`src/rtl/three_to_eight_dec.sv`:
```
// three_to_eight_dec
// Registered 3-to-8 decoder with decode enable and selectable output polarity.
// A and en are sampled on the rising clk edge. Exactly one of H..O is asserted
// one cycle later, and valid marks a decoded code. OUT_ACTIVE_LOW selects
// whether the asserted level is 1 (default) or 0. valid is always active-high.
// Optional build macro THREE_TO_EIGHT_DEC_ONEHOT_CHECK_EN adds a registered
// err output. It flags output patterns that are neither idle nor one-hot.
module three_to_eight_dec #(
  parameter bit OUT_ACTIVE_LOW = 1'b0
) (
  input  logic       clk,
  input  logic       rst,
  input  logic       en,
  input  logic [2:0] A,
  output logic       H,
  output logic       I,
  output logic       J,
  output logic       K,
  output logic       L,
  output logic       M,
  output logic       N,
  output logic       O,
  output logic       valid
`ifdef THREE_TO_EIGHT_DEC_ONEHOT_CHECK_EN
  ,
  output logic       err
`endif
);

  // Output level pattern with every line deasserted.
  localparam logic [7:0] IDLE_LEVEL = {8{OUT_ACTIVE_LOW}};

  // Active-high one-hot image of a 3-bit code. Bit n is set for code n.
  function automatic logic [7:0] decode(input logic [2:0] code);
    logic [7:0] r;
    r       = 8'd0;
    r[code] = 1'b1;
    return r;
  endfunction

  // Map between active-high and pin levels. The mapping is its own inverse,
  // so the same function also normalises pin levels back to active-high.
  function automatic logic [7:0] to_level(input logic [7:0] v);
    return OUT_ACTIVE_LOW ? ~v : v;
  endfunction

  // True when at most one bit is set (idle or one-hot).
  function automatic logic is_onehot0(input logic [7:0] v);
    return (v & (v - 8'd1)) == 8'd0;
  endfunction

  logic [7:0] lines_p0;
  logic       vld_p0;

  // Stage p0: sample A/en. Store the decoded lines at their pin level.
  // Reset clears the lines to idle and drops valid, overriding en and A.
  always_ff @(posedge clk) begin
    if (rst) begin
      lines_p0 <= IDLE_LEVEL;
      vld_p0   <= 1'b0;
    end else begin
      vld_p0   <= en;
      lines_p0 <= en ? to_level(decode(A)) : IDLE_LEVEL;
    end
  end

  assign H     = lines_p0[0];
  assign I     = lines_p0[1];
  assign J     = lines_p0[2];
  assign K     = lines_p0[3];
  assign L     = lines_p0[4];
  assign M     = lines_p0[5];
  assign N     = lines_p0[6];
  assign O     = lines_p0[7];
  assign valid = vld_p0;

`ifdef THREE_TO_EIGHT_DEC_ONEHOT_CHECK_EN
  logic err_p1;

  // Stage p1: check the registered output lines after normalising them to
  // active-high. err follows the condition and clears once the lines are legal.
  always_ff @(posedge clk) begin
    if (rst) begin
      err_p1 <= 1'b0;
    end else begin
      err_p1 <= !is_onehot0(to_level(lines_p0));
    end
  end

  assign err = err_p1;
`endif

endmodule

```
`config.mk`:
```
export PLATFORM = sky130hd
export DESIGN_NAME = three_to_eight_dec
export DESIGN_NICKNAME = d
export VERILOG_FILES = /design/src/rtl/three_to_eight_dec.sv
export SDC_FILE = /design/constraint.sdc
export NUM_CORES = 1
export LEC_CHECK = 0
export ABC_AREA = 1
export CAP_MARGIN = 10
export CORE_AREA = 2 2 39 41
export CTS_CLUSTER_SIZE = 30
export DETAILED_ROUTE_END_ITERATION = 7
export DIE_AREA = 0 0 41 43
export PLACE_DENSITY = 0.57
export SLEW_MARGIN = 15
export SYNTH_ARGS = -nofsm -noshare
export SYNTH_HDL_FRONTEND = slang
export SYNTH_SLANG_ARGS = --single-unit
```
`constraint.sdc`:
```
create_clock -name clk -period 0.8 [get_ports clk]
set_clock_uncertainty 0.05 [all_clocks]
set_input_delay 0.08 -clock clk [delete_from_list [all_inputs] [get_ports clk]]
set_output_delay 0.08 -clock clk [all_outputs]
set_load 0.1 [all_outputs]
```
# == After elaboration in Yosys (flattened, before gate mapping) ==
# Index checks and enable logic that the tools add are counted.
# op_classes
magnitude_cmp,2
n_mux,2
bitwise_logic,1
reduce_logical,2
# op_table
operator,n
"3-bit by 4-bit < comparator with 1-bit output, second input constant",1
1-bit demux with 3-bit select,1
"3-bit by 1-bit greater-or-equal comparator with 1-bit output, second input constant",1
2-bit OR reduction,1
1-bit logical AND,1
1-bit two-way mux,1
1-bit NOT,1
# totals
elab_cells,9
in_bits,6
output_inout_bits,9
regBits,9

# == Depth between registers and ports, before layout ==
# Gate-level depths: netlist (run 1).
# depth
ltp_word,4
ltp_mapped,3

# == Worst setup path after synthesis (run 1) ==
# Ideal clock, no wire load.
# synth_timing
path_type,register to output
startpoint,reg lines_p0[0]
endpoint,out H
stages_incl_launch_ff,1
t_required_ps,670
arrival_ps,909
path_slack_ps,-239
path_cell_list,dfxtp_1
# synth_lines
item,line_no,rtl
from (decl),52,logic [7:0] lines_p0;
from (signal assigned),63,lines_p0 <= en ? to_level(decode(A)) : IDLE_LEVEL;
to (decl),15,"output logic H,"
# No word-level cell between the ends.

# == Worst setup path in the final report (run 1) ==
# layout_timing
startpoint,reg lines_p0[3]
endpoint,out K
# layout_lines
item,line_no,rtl
to (decl),18,"output logic K,"
# No word-level cell between the ends.

==> results of run 1 <==
## final cells by class
| type | count | area, sq um | area share (%) |
|---|---|---|---|
| clock buffer | 4 | 26.28 | 4.730 |
| tap | 16 | 20.02 | 3.604 |
| multi-input combinational | 15 | 68.82 | 12.39 |
| timing repair buffer | 14 | 230.2 | 41.44 |
| sequential | 9 | 191.4 | 34.46 |
| inverter | 5 | 18.77 | 3.378 |
## per-layer routing
metal	track usage, %	up-vias
li1	-	120
met1	9.180	105
met2	8.750	13
met3	4.712	5
met4	14.00	0
met5	0	-
## logic make-up (layout without fill, tap and decap cells)
group,Yosys count,in the layout,synth area share (%)
buffers and inverters,5,23,7.010
and+or+nand+nor,15,15,25.70
DFF,9,9,67.29
## Yosys cell counts
cell type / count
nand2_1: 4
nor2_1: 9
nand3_2: 2
inv_1: 5
dfxtp_1: 9
## flip-flops by register name (all words and copies together), names as in the netlist
name / cells
valid: 1
lines_p0: 8
## power by group through the flow
stage                     clock network [mW]  registers, mW  logic (mW)
after CTS                              0.361          0.467       0.163
after global placement                     0          0.477       0.161
final                                  0.350          0.467       0.163
after floorplan                            0          0.541      0.0223
after global routing                   0.394          0.468       0.171
after detailed placement                   0          0.477       0.163
## worst max path at each step
stage / start / to / slack (ns) / cells after the start
2_1_floorplan: lines_p0[0] / H / 0.04 / 0
3_3_place_gp: en / lines_p0[2] / -0.15 / 3
3_5_place_dp: en / lines_p0[7] / -0.16 / 3
4_1_cts: lines_p0[3] / K / -0.12 / 1
5_1_grt: lines_p0[3] / K / -0.15 / 1
6_report: lines_p0[3] / K / -0.11 / 1
==> results.cfg, run 1 <==
[placed_design]
place_ws_ns = -0.1612
portBuffers = 14
place_area_sq_um = 529.3
gp_congestion = 0.6890
dp_hpwl_um = 381.4
dp_cells = 59

[grt]
grt_usage_pct = 8.687
grt_pass1_vias = 206
grt_overflow = 0
grt_max_degree = 6
grt_pass1_wl_um = 848
antenna_found_initial = 0

[synth]
synth.cell_area_sq_um = 267.8
yosysTopAreaCellShare_pct = 67.29
ys_types = 5
ys_top_cells_by_area = dfxtp_1 (67%), nor2_1 (13%), nand3_2 (7.5%)
ys_seq_area_share_pct = 67.29
synth.net_count = 35
ys_ff_latch = 9
yosys.area.top_type = dfxtp_1
synth_area_per_cell_sq_um = 9.233
syn_inst = 29
yosys_warnings = 0

[finish]
fin_util_pct = 40.14
diodes = 0
drive_gt1_share_pct = 48.94
final_area_sq_um = 555.5
area_delta_synth_final_pct = 107.5
final_cell_mix = nor2_1 (9), dfxtp_2 (9), buf_12 (9)
fill_cells = 139
final_nets = 54
instances_no_fill = 63

[drt]
wl_per_cell_um = 7.746
route.met2.wl_um = 228
dr.pass1.iters = 4
via_per_inst = 3.857
drt-initial-drc-count = 9
drc = 0
ant_nets = 0
num_vias = 243
wl_met3_um = 43
maxUsedRoutingLayer = met4
m1WireLength_um = 176
routed_wl_um = 488

[worst_setup_path]
critPathKind = reg -> out
cp-end-kind = output port
worst_ep_arrival_time_ns = 0.78
crit_family = flip-flops
critical_path.startpoint_type = flop
worst-path-buf-inv = 1
slowest_stage = dfxtp_2
cp_slowest_stage_delay_ns = 0.34
path_max_fanout = 1
required_ns = 0.67
crit_path_cell_trace = buf_12

[cts]
cts-hold-fix-buffers = 0
post_cts_buffers = 0
cts_tree = built
cts_root_buf = clkbuf_4
clk_pin_slew_ns = 0.06
clock_path_buffers = 2
htreeDepth = 1
cts_made_buffers = 3
post_cts_resized = 0
cts_sinks = 9

[power]
p_clk_share_pct = 35.7
switching_share_pct = 26.84
p_comb_share_pct = 16.6
p_total_mw = 0.9793
p_per_area_nw_per_um2 = 1763
p_leak_nw = 0.2386
p_int_mw = 0.7165
peakVddDrop_mv = 0.8171
p_sw_mw = 0.2628
seqPwrFrac_pct = 47.7

[timing]
rsz0062_at_grt = yes
fin_crit_ns = 0.9108
clock.fmax_mhz = 1098
slew_viol_final = 0
maxSlewHeadroom_pct = 90.50
setup_violations = 9
finalHoldViolations = 0
setup_ws_ns = -0.1108
tns_ns = -0.9119
worst_slew_pin_slew_ns = 0.1420
min_period_over_period_pct = 113.9
whs_ns = 0.3144

[min_path]
holdPathStages = 2
hold_end = valid
min_from = rst
worstHoldPathType = in -> reg

[status]
run_status = finished, violations left
violations = setup timing

[floorplan]
dieArea_sq_um = 1763
die_h_um = 43
io_pins = 15
die_w_um = 41
core.rowCount = 14
initial_core_util_pct = 19.35
fp.coreArea_sq_um = 1384

[flow_run]
drv_cap = 0
(Power assumes the default switching activity.)
==> inputs of run 2 (changes only) <==
--- a/config.mk
+++ b/config.mk
@@ -11,6 +11,7 @@
 export CTS_CLUSTER_SIZE = 30
 export DETAILED_ROUTE_END_ITERATION = 7
 export DIE_AREA = 0 0 41 43
+export GPL_TIMING_DRIVEN = 0
 export PLACE_DENSITY = 0.57
 export SLEW_MARGIN = 15
 export SYNTH_ARGS = -nofsm -noshare
==> results.cfg, run 2 (synthesis gave the netlist of run 1 again) <==
[finish]
final_area_sq_um = 556.8
fin_util_pct = 40.24
fill_cells = 147
largest_register_ffs = 8
drive_gt1_share_pct = 51.06
final_nets = 54
area_delta_synth_final_pct = 107.9
final_cell_mix = nor2_1 (9), dfxtp_2 (9), buf_12 (9)
diodes = 0
regArea_sq_um = 191.4
largest_register = lines_p0
multiInputGateArea_sq_um = 68.82

[timing]
fin_crit_ns = 0.8968
slew_viol_final = 0
maxSlewHeadroom_pct = 90.70
whs_ns = 0.3183
clock.fmax_mhz = 1115
finalHoldViolations = 0
setup_ws_ns = -0.09683
worst_slew_pin_slew_ns = 0.1391
setup_violations = 9
rsz0062_at_grt = yes
min_period_over_period_pct = 112.1

[grt]
grt_max_degree = 7
grt_usage_pct = 7.049
grt_pass1_vias = 205
grt_pass1_wl_um = 731
grt_overflow = 0
antenna_found_initial = 0

[cts]
htreeDepth = 1
cts_root_buf = clkbuf_4
cts_made_buffers = 3
clk_pin_slew_ns = 0.06
cts_sinks = 9
cts_tree = built
cts-hold-fix-buffers = 0
clock_path_buffers = 2
post_cts_buffers = 0

[status]
run_status = finished, violations left
violations = setup timing

[floorplan]
die_h_um = 43
dieArea_sq_um = 1763
die_w_um = 41
initial_core_util_pct = 19.35
core.rowCount = 14
io_pins = 15
fp.coreArea_sq_um = 1384

[placed_design]
dp_hpwl_um = 335.6
gp_congestion = 0.7146
place_area_sq_um = 439.2
portBuffers = 14

[worst_setup_path]
cp_slowest_stage_delay_ns = 0.34
required_ns = 0.67
cp-end-kind = output port
worst_ep_arrival_time_ns = 0.77
slowest_stage = dfxtp_2
critical_path.startpoint_type = flop
crit_path_cell_trace = buf_12
worst-path-buf-inv = 1
crit_family = flip-flops
critPathKind = reg -> out
path_max_fanout = 1

[drt]
drt-initial-drc-count = 2
via_per_inst = 3.524
ant_nets = 0
routed_wl_um = 408
num_vias = 222
drc = 0
wl_per_cell_um = 6.476
dr.pass1.iters = 2

[power]
p_total_mw = 0.9649
p_per_area_nw_per_um2 = 1733
p_leak_nw = 0.2414
peakVddDrop_mv = 0.7481

[flow_run]
drv_cap = 0

[min_path]
worstHoldPathType = in -> reg
## run 2: cell types whose count changed in the layout (fill, tap and decap cells not counted), sizes merged
cell / before / now
clkinv: 0 / 1
clkbuf: 4 / 3
## run 2: metrics by stage
step | worst slack (ns) | cells | TNS (ns)
3_5_place_dp | -0.7427 | 59 | -7.947
4_1_cts | -0.1126 | 63 | -0.9756
6_report | -0.09683 | 63 | -0.8385
5_1_grt | -0.1324 | 63 | -1.124
2_1_floorplan | 0.04422 | 29 | 0
3_3_place_gp | -0.7424 | 59 | -7.930
## run 2: area by class of cell
type,instances,share of cell area (%)
timing repair buffer,14,41.35
tap,16,3.596
sequential,9,34.38
clock inverter,1,0.8989
inverter,5,3.371
clock buffer,3,4.045
multi-input combinational,15,12.36
## run 2: final timing paths
check / start / to / slack [ns] / depth (start not counted)
hold / removal: rst / valid / 0.32 / 2
setup / recovery: valid / valid / -0.1 / 1
## run 2: per-layer routing
layer / wire [um] / part of all wire, % / GRT usage, %
met5: 0 / 0 / 0
met4: 0 / 0 / 6.000
met3: 46 / 11 / 7.853
met2: 206 / 50 / 8.125
met1: 155 / 38 / 6.494
## run 2: timing repair
item,CTS,global route
pin swaps,0,0
gates cloned,0,0
endpoints found under the setup margin,9,9
resized for setup,81,0
## run 2: power breakdown
part	internal, mW	switching [mW]	leakage [nW]
clock	0.184	0.152	0.0177
sequential	0.459	0.00724	0.0773
combinational	0.0648	0.0973	0.146
==> inputs of run 3 (changes only) <==
--- a/config.mk
+++ b/config.mk
@@ -11,8 +11,9 @@
 export CTS_CLUSTER_SIZE = 30
 export DETAILED_ROUTE_END_ITERATION = 7
 export DIE_AREA = 0 0 41 43
+export DONT_BUFFER_PORTS = 1
 export GPL_TIMING_DRIVEN = 0
-export PLACE_DENSITY = 0.57
+export PLACE_DENSITY = 0.43
 export SLEW_MARGIN = 15
 export SYNTH_ARGS = -nofsm -noshare
 export SYNTH_HDL_FRONTEND = slang
==> results.cfg, run 3 (synthesis gave the netlist of run 1 again) <==
[power]
p_per_area_nw_per_um2 = 2185
p_int_mw = 0.6564
p_leak_nw = 0.2027
switching_share_pct = 28.12
p_clk_share_pct = 37.9
p_sw_mw = 0.2568
peakVddDrop_mv = 0.6363
seqPwrFrac_pct = 55.5
p_comb_share_pct = 6.6
p_total_mw = 0.9132

[grt]
grt_overflow = 0
grt_max_degree = 6
grt_pass1_vias = 222
antenna_found_initial = 0
grt_pass1_wl_um = 931
grt_usage_pct = 9.045

[floorplan]
io_pins = 15
die_w_um = 41
dieArea_sq_um = 1763
initial_core_util_pct = 19.35
fp.coreArea_sq_um = 1384
core.rowCount = 14
die_h_um = 43

[timing]
rsz0062_at_grt = yes
worst_slew_pin_slew_ns = 0.2914
maxSlewHeadroom_pct = 80.67
slew_viol_final = 0
setup_violations = 9
whs_ns = 0.05065
clock.fmax_mhz = 1089
finalHoldViolations = 0
setup_ws_ns = -0.1186
min_period_over_period_pct = 114.8
fin_crit_ns = 0.9186
tns_ns = -1.046

[drt]
maxUsedRoutingLayer = met4
dr.pass1.iters = 2
routed_wl_um = 544
via_per_inst = 3.759
wl_per_cell_um = 10.07
wl_met3_um = 54
drc = 0
num_vias = 203
m1WireLength_um = 192
drt-initial-drc-count = 2
ant_nets = 0
route.met2.wl_um = 284

[worst_setup_path]
required_ns = 0.67
critPathKind = reg -> out
path_max_fanout = 1
critical_path.startpoint_type = flop
worst_ep_arrival_time_ns = 0.79
cp-startpoint = lines_p0[1]
cp-end-kind = output port

[cts]
clk_pin_slew_ns = 0.06
cts_made_buffers = 3
cts_tree = built
clock_path_buffers = 2
cts_sinks = 9
cts_root_buf = clkbuf_4
post_cts_buffers = 0
htreeDepth = 1

[finish]
largest_register_ffs = 8
area_delta_synth_final_pct = 56.07
drive_gt1_share_pct = 42.11
final_common_cell = dfxtp_4
fill_cells = 141
final_cell_mix = dfxtp_4 (9), nor2_1 (8), inv_1 (4), nand2_1 (4), dlymetal6s4s_1 (4)
largest_register = lines_p0
final_nets = 45
diodes = 0

[placed_design]
dp_hpwl_um = 390.2
gp_congestion = 0.7269
place_ws_ns = 0.03102
portBuffers = 0

[min_path]
min_from = rst
worstHoldPathType = in -> reg

[flow_run]
drv_cap = 0

[status]
violations = setup timing
run_status = finished, violations left
run 3: cell count changes in the layout (fill, tap and decap cells not counted), sizes merged:
cell	previous run	this run
dlygate4sd3	0	1
clkbuf	3	4
buf	9	0
clkinv	1	0
clkdlybuf4s50	5	0
dlymetal6s4s	0	4
run 3: per-stage QoR:
step                util [%]  area, sq um  std cells
floorplan                  -        279.0         29
global placement       21.61        299.0         45
detailed placement     21.61        299.0         45
CTS                    28.75        397.9         54
global route           30.20        417.9         54
finish                 30.20        417.9         54
run 3: worst paths after layout:
check	to	slack, ns	cells after the start
max	I	-0.12	0
min	valid	0.05	2
run 3: routing by layer:
metal / vias to the layer above / GRT usage (%)
met1: 87 / 8.387
met5: - / 0
met4: 0 / 4.000
met2: 12 / 12.50
met3: 2 / 9.424
li1: 102 / -
run 3: timing repair:
| action | 4_1_cts | 5_1_grt |
|---|---|---|
| endpoints found under the setup margin | 9 | 17 |
| resized for setup | 9 | 7 |
| endpoints found under the hold margin | 9 | 0 |
| hold buffers | 5 | 0 |
| pin swaps | 0 | 3 |
run 3: area by class of cell:
class | count | area (sq um) | area share [%]
flip-flops and latches | 9 | 214.0 | 51.20
well taps | 16 | 20.02 | 4.790
inverters | 5 | 18.77 | 4.491
repair buffers | 5 | 60.06 | 14.37
multi-input cells | 15 | 78.83 | 18.86
clock buffers | 4 | 26.28 | 6.287
run 3: power groups by stage:
stage                     logic [mW]  registers [mW]  clock network [mW]
final                         0.0603           0.507               0.346
after CTS                     0.0514           0.507               0.360
after floorplan               0.0223           0.541                   0
after global placement        0.0249           0.542                   0
after detailed placement      0.0264           0.542                   0
after global routing          0.0675           0.508               0.402
